$ cat src/rtl/axil_slave_regfile.sv
// AXI4-Lite slave register bank: NUM_REGS x 32-bit registers with byte-strobe
// writes, independent write and read state machines, all outputs registered.
// Optional feature macro: AXIL_PROT_CHECK_EN (reject unprivileged accesses).
module axil_slave_regfile #(
    parameter int NUM_REGS = 8,
    parameter int ADDR_W   = 32
) (
    input  logic              ACLK,
    input  logic              ARESET,
    input  logic              AWVALID,
    output logic              AWREADY,
    input  logic [ADDR_W-1:0] AWADDR,
    input  logic [2:0]        AWPROT,
    input  logic              WVALID,
    output logic              WREADY,
    input  logic [31:0]       WDATA,
    input  logic [3:0]        WSTRB,
    output logic              BVALID,
    input  logic              BREADY,
    output logic [1:0]        BRESP,
    input  logic              ARVALID,
    output logic              ARREADY,
    input  logic [ADDR_W-1:0] ARADDR,
    input  logic [2:0]        ARPROT,
    output logic              RVALID,
    input  logic              RREADY,
    output logic [31:0]       RDATA,
    output logic [1:0]        RRESP,
    output logic [31:0]       o_REG0
);

    localparam int IDX_W = $clog2(NUM_REGS);
    localparam logic [ADDR_W-1:0] ADDR_LIMIT = ADDR_W'(NUM_REGS * 4);
    localparam logic [1:0] RESP_OKAY   = 2'b00;
    localparam logic [1:0] RESP_SLVERR = 2'b10;

    typedef enum logic {W_IDLE, W_RESP} wState_t;
    typedef enum logic {R_IDLE, R_DATA} rState_t;

    logic [31:0] r_regs [NUM_REGS];

    // ---------------- write side ----------------
    wState_t           r_wState, w_wStateNext;
    logic              r_awready, r_wready, r_bvalid;
    logic [1:0]        r_bresp;
    logic [ADDR_W-1:0] r_awaddr;
    logic [31:0]       r_wdata;
    logic [3:0]        r_wstrb;

    logic              w_awHs, w_wHs, w_awHave, w_wHave, w_commit;
    logic [ADDR_W-1:0] w_wrAddr;
    logic [31:0]       w_wrData;
    logic [3:0]        w_wrStrb;
    logic [IDX_W-1:0]  w_wrIdx;
    logic              w_wrInRange, w_wrPriv, w_wrApply;
    logic              w_awreadyNext, w_wreadyNext, w_bvalidNext;
    logic [1:0]        w_brespNext;

    // ---------------- read side ----------------
    rState_t           r_rState, w_rStateNext;
    logic              r_arready, r_rvalid;
    logic [31:0]       r_rdata;
    logic [1:0]        r_rresp;

    logic              w_arHs, w_rdPriv, w_rdOk;
    logic [IDX_W-1:0]  w_rdIdx;
    logic              w_arreadyNext, w_rvalidNext;
    logic [31:0]       w_rdataNext;
    logic [1:0]        w_rrespNext;

    // A channel counts as "held" once its READY has dropped after a capture,
    // so the commit fires on whichever edge delivers the second half.
    assign w_awHs   = (r_wState == W_IDLE) && AWVALID && r_awready;
    assign w_wHs    = (r_wState == W_IDLE) && WVALID && r_wready;
    assign w_awHave = w_awHs || !r_awready;
    assign w_wHave  = w_wHs || !r_wready;
    assign w_commit = (r_wState == W_IDLE) && w_awHave && w_wHave && (w_awHs || w_wHs);

    assign w_wrAddr    = w_awHs ? AWADDR : r_awaddr;
    assign w_wrData    = w_wHs ? WDATA : r_wdata;
    assign w_wrStrb    = w_wHs ? WSTRB : r_wstrb;
    assign w_wrIdx     = w_wrAddr[2 +: IDX_W];
    assign w_wrInRange = (w_wrAddr < ADDR_LIMIT);
    assign w_wrApply   = w_wrInRange && w_wrPriv;

    assign w_arHs  = (r_rState == R_IDLE) && ARVALID && r_arready;
    assign w_rdIdx = ARADDR[2 +: IDX_W];
    assign w_rdOk  = (ARADDR < ADDR_LIMIT) && w_rdPriv;

`ifdef AXIL_PROT_CHECK_EN
    logic r_awprot0;
    logic w_unusedProt;
    assign w_wrPriv     = w_awHs ? AWPROT[0] : r_awprot0;
    assign w_rdPriv     = ARPROT[0];
    assign w_unusedProt = &{1'b0, AWPROT[2:1], ARPROT[2:1]};

    // Keep the privilege bit of a write address that arrived ahead of its data
    always_ff @(posedge ACLK or posedge ARESET) begin
        if (ARESET)
            r_awprot0 <= 1'b0;
        else if (w_awHs)
            r_awprot0 <= AWPROT[0];
    end
`else
    logic w_unusedProt;
    assign w_wrPriv     = 1'b1;
    assign w_rdPriv     = 1'b1;
    assign w_unusedProt = &{1'b0, AWPROT, ARPROT};
`endif

    // Write FSM state register
    always_ff @(posedge ACLK or posedge ARESET) begin
        if (ARESET)
            r_wState <= W_IDLE;
        else
            r_wState <= w_wStateNext;
    end

    // Write FSM next-state: respond after commit, return once B is accepted
    always_comb begin
        w_wStateNext = r_wState;
        case (r_wState)
            W_IDLE: if (w_commit) w_wStateNext = W_RESP;
            W_RESP: if (BREADY)   w_wStateNext = W_IDLE;
            default:              w_wStateNext = W_IDLE;
        endcase
    end

    // Write FSM output decode: next values of the registered handshake outputs
    always_comb begin
        w_awreadyNext = r_awready;
        w_wreadyNext  = r_wready;
        w_bvalidNext  = r_bvalid;
        w_brespNext   = r_bresp;
        case (r_wState)
            W_IDLE: begin
                w_awreadyNext = r_awready && !w_awHs;
                w_wreadyNext  = r_wready && !w_wHs;
                if (w_commit) begin
                    w_bvalidNext = 1'b1;
                    w_brespNext  = w_wrApply ? RESP_OKAY : RESP_SLVERR;
                end
            end
            W_RESP: begin
                if (BREADY) begin
                    w_bvalidNext  = 1'b0;
                    w_awreadyNext = 1'b1;
                    w_wreadyNext  = 1'b1;
                end
            end
            default: begin
                w_bvalidNext  = 1'b0;
                w_awreadyNext = 1'b1;
                w_wreadyNext  = 1'b1;
            end
        endcase
    end

    // Registered write-channel outputs and the captured address/data/strobe
    always_ff @(posedge ACLK or posedge ARESET) begin
        if (ARESET) begin
            r_awready <= 1'b1;
            r_wready  <= 1'b1;
            r_bvalid  <= 1'b0;
            r_bresp   <= RESP_OKAY;
            r_awaddr  <= '0;
            r_wdata   <= '0;
            r_wstrb   <= '0;
        end else begin
            r_awready <= w_awreadyNext;
            r_wready  <= w_wreadyNext;
            r_bvalid  <= w_bvalidNext;
            r_bresp   <= w_brespNext;
            if (w_awHs)
                r_awaddr <= AWADDR;
            if (w_wHs) begin
                r_wdata <= WDATA;
                r_wstrb <= WSTRB;
            end
        end
    end

    // Register bank: strobed byte lanes update only on an allowed commit
    always_ff @(posedge ACLK or posedge ARESET) begin
        if (ARESET) begin
            for (int i = 0; i < NUM_REGS; i++)
                r_regs[i] <= '0;
        end else if (w_commit && w_wrApply) begin
            for (int b = 0; b < 4; b++)
                if (w_wrStrb[b])
                    r_regs[w_wrIdx][8*b +: 8] <= w_wrData[8*b +: 8];
        end
    end

    // Read FSM state register
    always_ff @(posedge ACLK or posedge ARESET) begin
        if (ARESET)
            r_rState <= R_IDLE;
        else
            r_rState <= w_rStateNext;
    end

    // Read FSM next-state: hold data after AR until R is accepted
    always_comb begin
        w_rStateNext = r_rState;
        case (r_rState)
            R_IDLE: if (w_arHs) w_rStateNext = R_DATA;
            R_DATA: if (RREADY) w_rStateNext = R_IDLE;
            default:            w_rStateNext = R_IDLE;
        endcase
    end

    // Read FSM output decode; the bank is sampled before any same-edge write lands
    always_comb begin
        w_arreadyNext = r_arready;
        w_rvalidNext  = r_rvalid;
        w_rdataNext   = r_rdata;
        w_rrespNext   = r_rresp;
        case (r_rState)
            R_IDLE: begin
                if (w_arHs) begin
                    w_arreadyNext = 1'b0;
                    w_rvalidNext  = 1'b1;
                    w_rdataNext   = w_rdOk ? r_regs[w_rdIdx] : 32'h0;
                    w_rrespNext   = w_rdOk ? RESP_OKAY : RESP_SLVERR;
                end
            end
            R_DATA: begin
                if (RREADY) begin
                    w_arreadyNext = 1'b1;
                    w_rvalidNext  = 1'b0;
                end
            end
            default: begin
                w_arreadyNext = 1'b1;
                w_rvalidNext  = 1'b0;
            end
        endcase
    end

    // Registered read-channel outputs
    always_ff @(posedge ACLK or posedge ARESET) begin
        if (ARESET) begin
            r_arready <= 1'b1;
            r_rvalid  <= 1'b0;
            r_rdata   <= '0;
            r_rresp   <= RESP_OKAY;
        end else begin
            r_arready <= w_arreadyNext;
            r_rvalid  <= w_rvalidNext;
            r_rdata   <= w_rdataNext;
            r_rresp   <= w_rrespNext;
        end
    end

    assign AWREADY = r_awready;
    assign WREADY  = r_wready;
    assign BVALID  = r_bvalid;
    assign BRESP   = r_bresp;
    assign ARREADY = r_arready;
    assign RVALID  = r_rvalid;
    assign RDATA   = r_rdata;
    assign RRESP   = r_rresp;
    assign o_REG0  = r_regs[0];

endmodule

$ cat config.mk
export PLATFORM = sky130hd
export DESIGN_NAME = axil_slave_regfile
export DESIGN_NICKNAME = d
export VERILOG_FILES = /design/src/rtl/axil_slave_regfile.sv
export SDC_FILE = /design/constraint.sdc
export NUM_CORES = 1
export LEC_CHECK = 0
export ABC_AREA = 1
export BUFFER_PORTS_ARGS = -buffer_cell sky130_fd_sc_hd__buf_2
export CAP_MARGIN = 20
export CORE_UTILIZATION = 54
export DETAILED_ROUTE_END_ITERATION = 8
export GPL_TIMING_DRIVEN = 0
export PLACE_DENSITY = 0.77
export SLEW_MARGIN = 20
export SYNTH_ARGS = -nofsm -noshare
export SYNTH_HDL_FRONTEND = slang
export SYNTH_SLANG_ARGS = --single-unit
$ cat constraint.sdc
create_clock -name ACLK -period 10.2 [get_ports ACLK]
set_input_delay 0.51 -clock ACLK [delete_from_list [all_inputs] [get_ports ACLK]]
set_output_delay 0.51 -clock ACLK [all_outputs]
set_load 0.01 [all_outputs]
==> metrics.yaml <==
status: "complete, no violations"
port_buffers: 169
max_clock_freq_mhz: 346
worst_path_max_delay_cell: "nand3_1"
power.share.clock_pct: 32.5
drcViolationCount: 0
power_switching_w: 0.00177
synth_area_um2: 17700
die_w_um: 183
area_growth_pct: 16.8
clk_latency_ps: 540
combPwrFrac_pct: 31.8
report.final.slew_viol_count: 0
final.setup.worst_slack_ps: 7310
start_kind: "flop"
p_leak_nw: 10.8
cp_max_fo: 10
core_um2: 31900
synth-seq-area-share_pct: 51.3
endpoint_kind: "flop"
crit_type: "flop to flop"
numCtsBuffers: 39
num_io_pins: 186
fin_skew_ps: 22.1
drive_gt1_share_pct: 18.3
cp_common_cell: "nand2_1"
critPathTopFamily: "simple AND/OR/NAND/NOR gates"
htree_levels: 2
yosysUniqueCellTypes: 32
path_cells: "nand3_4, buf_6, buf_6, nand2_1, o21ai_2, inv_2, nand2_1, nor2_2, nand3_1, nand2_1, nand2_1"
wire_per_inst_um: 22.2
synth_cells: 2068
cts_root_buf: "clkbuf_16"
grt-ovfl-total: 0
cap_violations: 0
grt_pass1_wl_um: 94200
hold_violations: 0
holdBufCountCts: 0
dr.pass1.iters: 7
antenna_left: 0
num_rows: 65
place_congestion: 0.961
post-route-period-util_pct: 28.4
avgSynthCellArea_um2: 8.57
tns_ps: 0
dr.first_iter.drc_count: 2252
num_vias: 17200
dp.final_hpwl_um: 42000
cts.sinks: 363
die_y_um: 183
initial_utilization_pct: 55.6
ir_worst_vdd_mv: 0.166
grt_usage_pct: 37.2
rsz0062_at_grt: "no"
cts_resized: 0
setup_viol: 0
postCtsSetupBuffers: 0
via_per_inst: 6.25
cpPeakStageDelay_ps: 580
grt_pass1_vias: 16500
min_path_type: "input pin to async pin"
slew_headroom_pct: 23.9
cp_num_buf_inv: 3
power.share.sequential_pct: 35.7
yosysWarningCount: 0
cts_tree: "done"
worstPathArrival_ps: 3310
final_core_util_pct: 64.9
cts_max_path_buffers: 3
swShare_pct: 38.9
tightest_slew_ps: 1140
antenna_found_initial: 1
post-place-ws_ps: 7310
internal-power_w: 0.00279
required_ps: 10620
wirelength_um: 61100
clk_pin_slew_ps: 60
p_per_area_nw_per_um2: 220
grt_start_max_net_pins: 35
nets: 2404
synth-seq-cells: 363
period_needed_ps: 2890
die_area_um2: 33500
## state kept, by name, indices dropped and copies added, names as in the netlist
name,flops
r_wstrb,4
r_rState,1
AWREADY,1
r_awaddr,30
RRESP,1
RVALID,1
WREADY,1
r_wState,1
ARREADY,1
o_REG0,32
RDATA,32
r_regs,224
BRESP,1
r_wdata,32
BVALID,1
## placed cells by master (no fill, tap or decap), types with 3 or more instances in the layout
master / netlist / final
buf_4: 41 / 41
buf_12: 0 / 12
nand2_1: 661 / 661
o21ai_2: 4 / 4
o22ai_1: 34 / 34
nand3_4: 11 / 11
buf_1: 6 / 6
dfrtp_1: 360 / 360
nand3_1: 31 / 31
inv_1: 47 / 46
a21oi_1: 4 / 4
clkbuf_1: 67 / 76
buf_8: 3 / 3
nor3_1: 4 / 4
o21ai_1: 4 / 4
mux2_2: 35 / 35
buf_6: 27 / 27
inv_2: 7 / 7
buf_2: 45 / 214
clkbuf_8: 0 / 10
mux2i_1: 17 / 17
o21ai_0: 160 / 160
nor2_2: 3 / 3
clkinv_2: 0 / 6
dfstp_2: 3 / 3
nand4_1: 286 / 286
o221ai_1: 28 / 28
nor2_1: 170 / 170
bufinv_16: 0 / 3
clkbuf_16: 0 / 41
## routing by layer
layer | GRT usage, % | wire [um] | up-vias
li1 | - | - | 7517
met1 | 49.5 | 23000 | 8150
met2 | 56.2 | 27100 | 1319
met3 | 9.49 | 7930 | 253
met4 | 19.2 | 3120 | 2
met5 | 0 | 12 | -
## cell usage after synthesis (all sizes together)
cell	count	share of area, %
dfstp	3	0.44
o21a	2	0.085
clkinv	1	0.021
a21oi	4	0.11
dfrtp	360	51
nand2	661	14
inv	54	1.1
o221ai	28	1.4
o22ai	34	1.2
buf	122	5.1
a22oi	1	0.042
a32o	1	0.056
mux2	35	2.2
nor2	175	3.8
nor3	4	0.11
mux2i	17	0.96
o21ai	168	4.8
nand4	286	10
nand3	42	2.0
a21boi	2	0.085
clkbuf	67	1.4
conb	1	0.021
## kinds of logic after synthesis
family | synth area share (%)
flops | 51.3
buf+inv | 7.69
compound gates | 7.80
simple gates | 30.0
other cells | 0.0212
mux | 3.19
## stage by stage
stage / cell area, um^2 / hold slack [ps] / instances / power (W)
floorplan: 17700 / 437 / 2069 / 0.00253
global placement: 19100 / 448 / 2673 / 0.00299
detailed placement: 19400 / 453 / 2685 / 0.00303
CTS: 20700 / 20.5 / 2756 / 0.00449
global route: 20700 / 61.9 / 2756 / 0.00470
finish: 20700 / 7.78 / 2757 / 0.00456
## power by group through the flow
stage	Sequential [W]	Combinational, W	Clock (W)
floorplan	0.00165	0.000878	0
global placement	0.00165	0.00134	0
detailed placement	0.00165	0.00137	0
CTS	0.00163	0.00138	0.00148
global route	0.00164	0.00152	0.00154
finish	0.00163	0.00145	0.00148
## worst paths after layout
check	start	endpoint	slack, ps	cells after the start
worst min register to register	r_regs[107]$_DFFE_PP0P_	r_regs[107]$_DFFE_PP0P_	470	2
worst max register to register	AWREADY$_DFFE_PP1P_	r_regs[139]$_DFFE_PP0P_	7310	11
max in group asynchronous	ARESET	r_wdata[16]$_DFF_PP0_	8990	6
worst max-delay path	AWREADY$_DFFE_PP1P_	r_regs[139]$_DFFE_PP0P_	7310	11
worst min-delay path	ARESET	r_regs[121]$_DFFE_PP0P_	8	2
min in group ACLK	BREADY	r_wState$_DFF_PP0_	180	2
## final cells by class
cell class,instances,area (um^2)
Fill cell,2714,11200
Sequential cell,363,9090
Multi-Input combinational cell,1462,7270
Clock buffer,60,1200
Buffer,189,1160
Timing Repair Buffer,181,1090
Tap cell,435,544
Inverter,55,210
Clock inverter,11,136
Antenna cell,1,2.50
No activity file was read; power rests on OpenSTA's default activity.
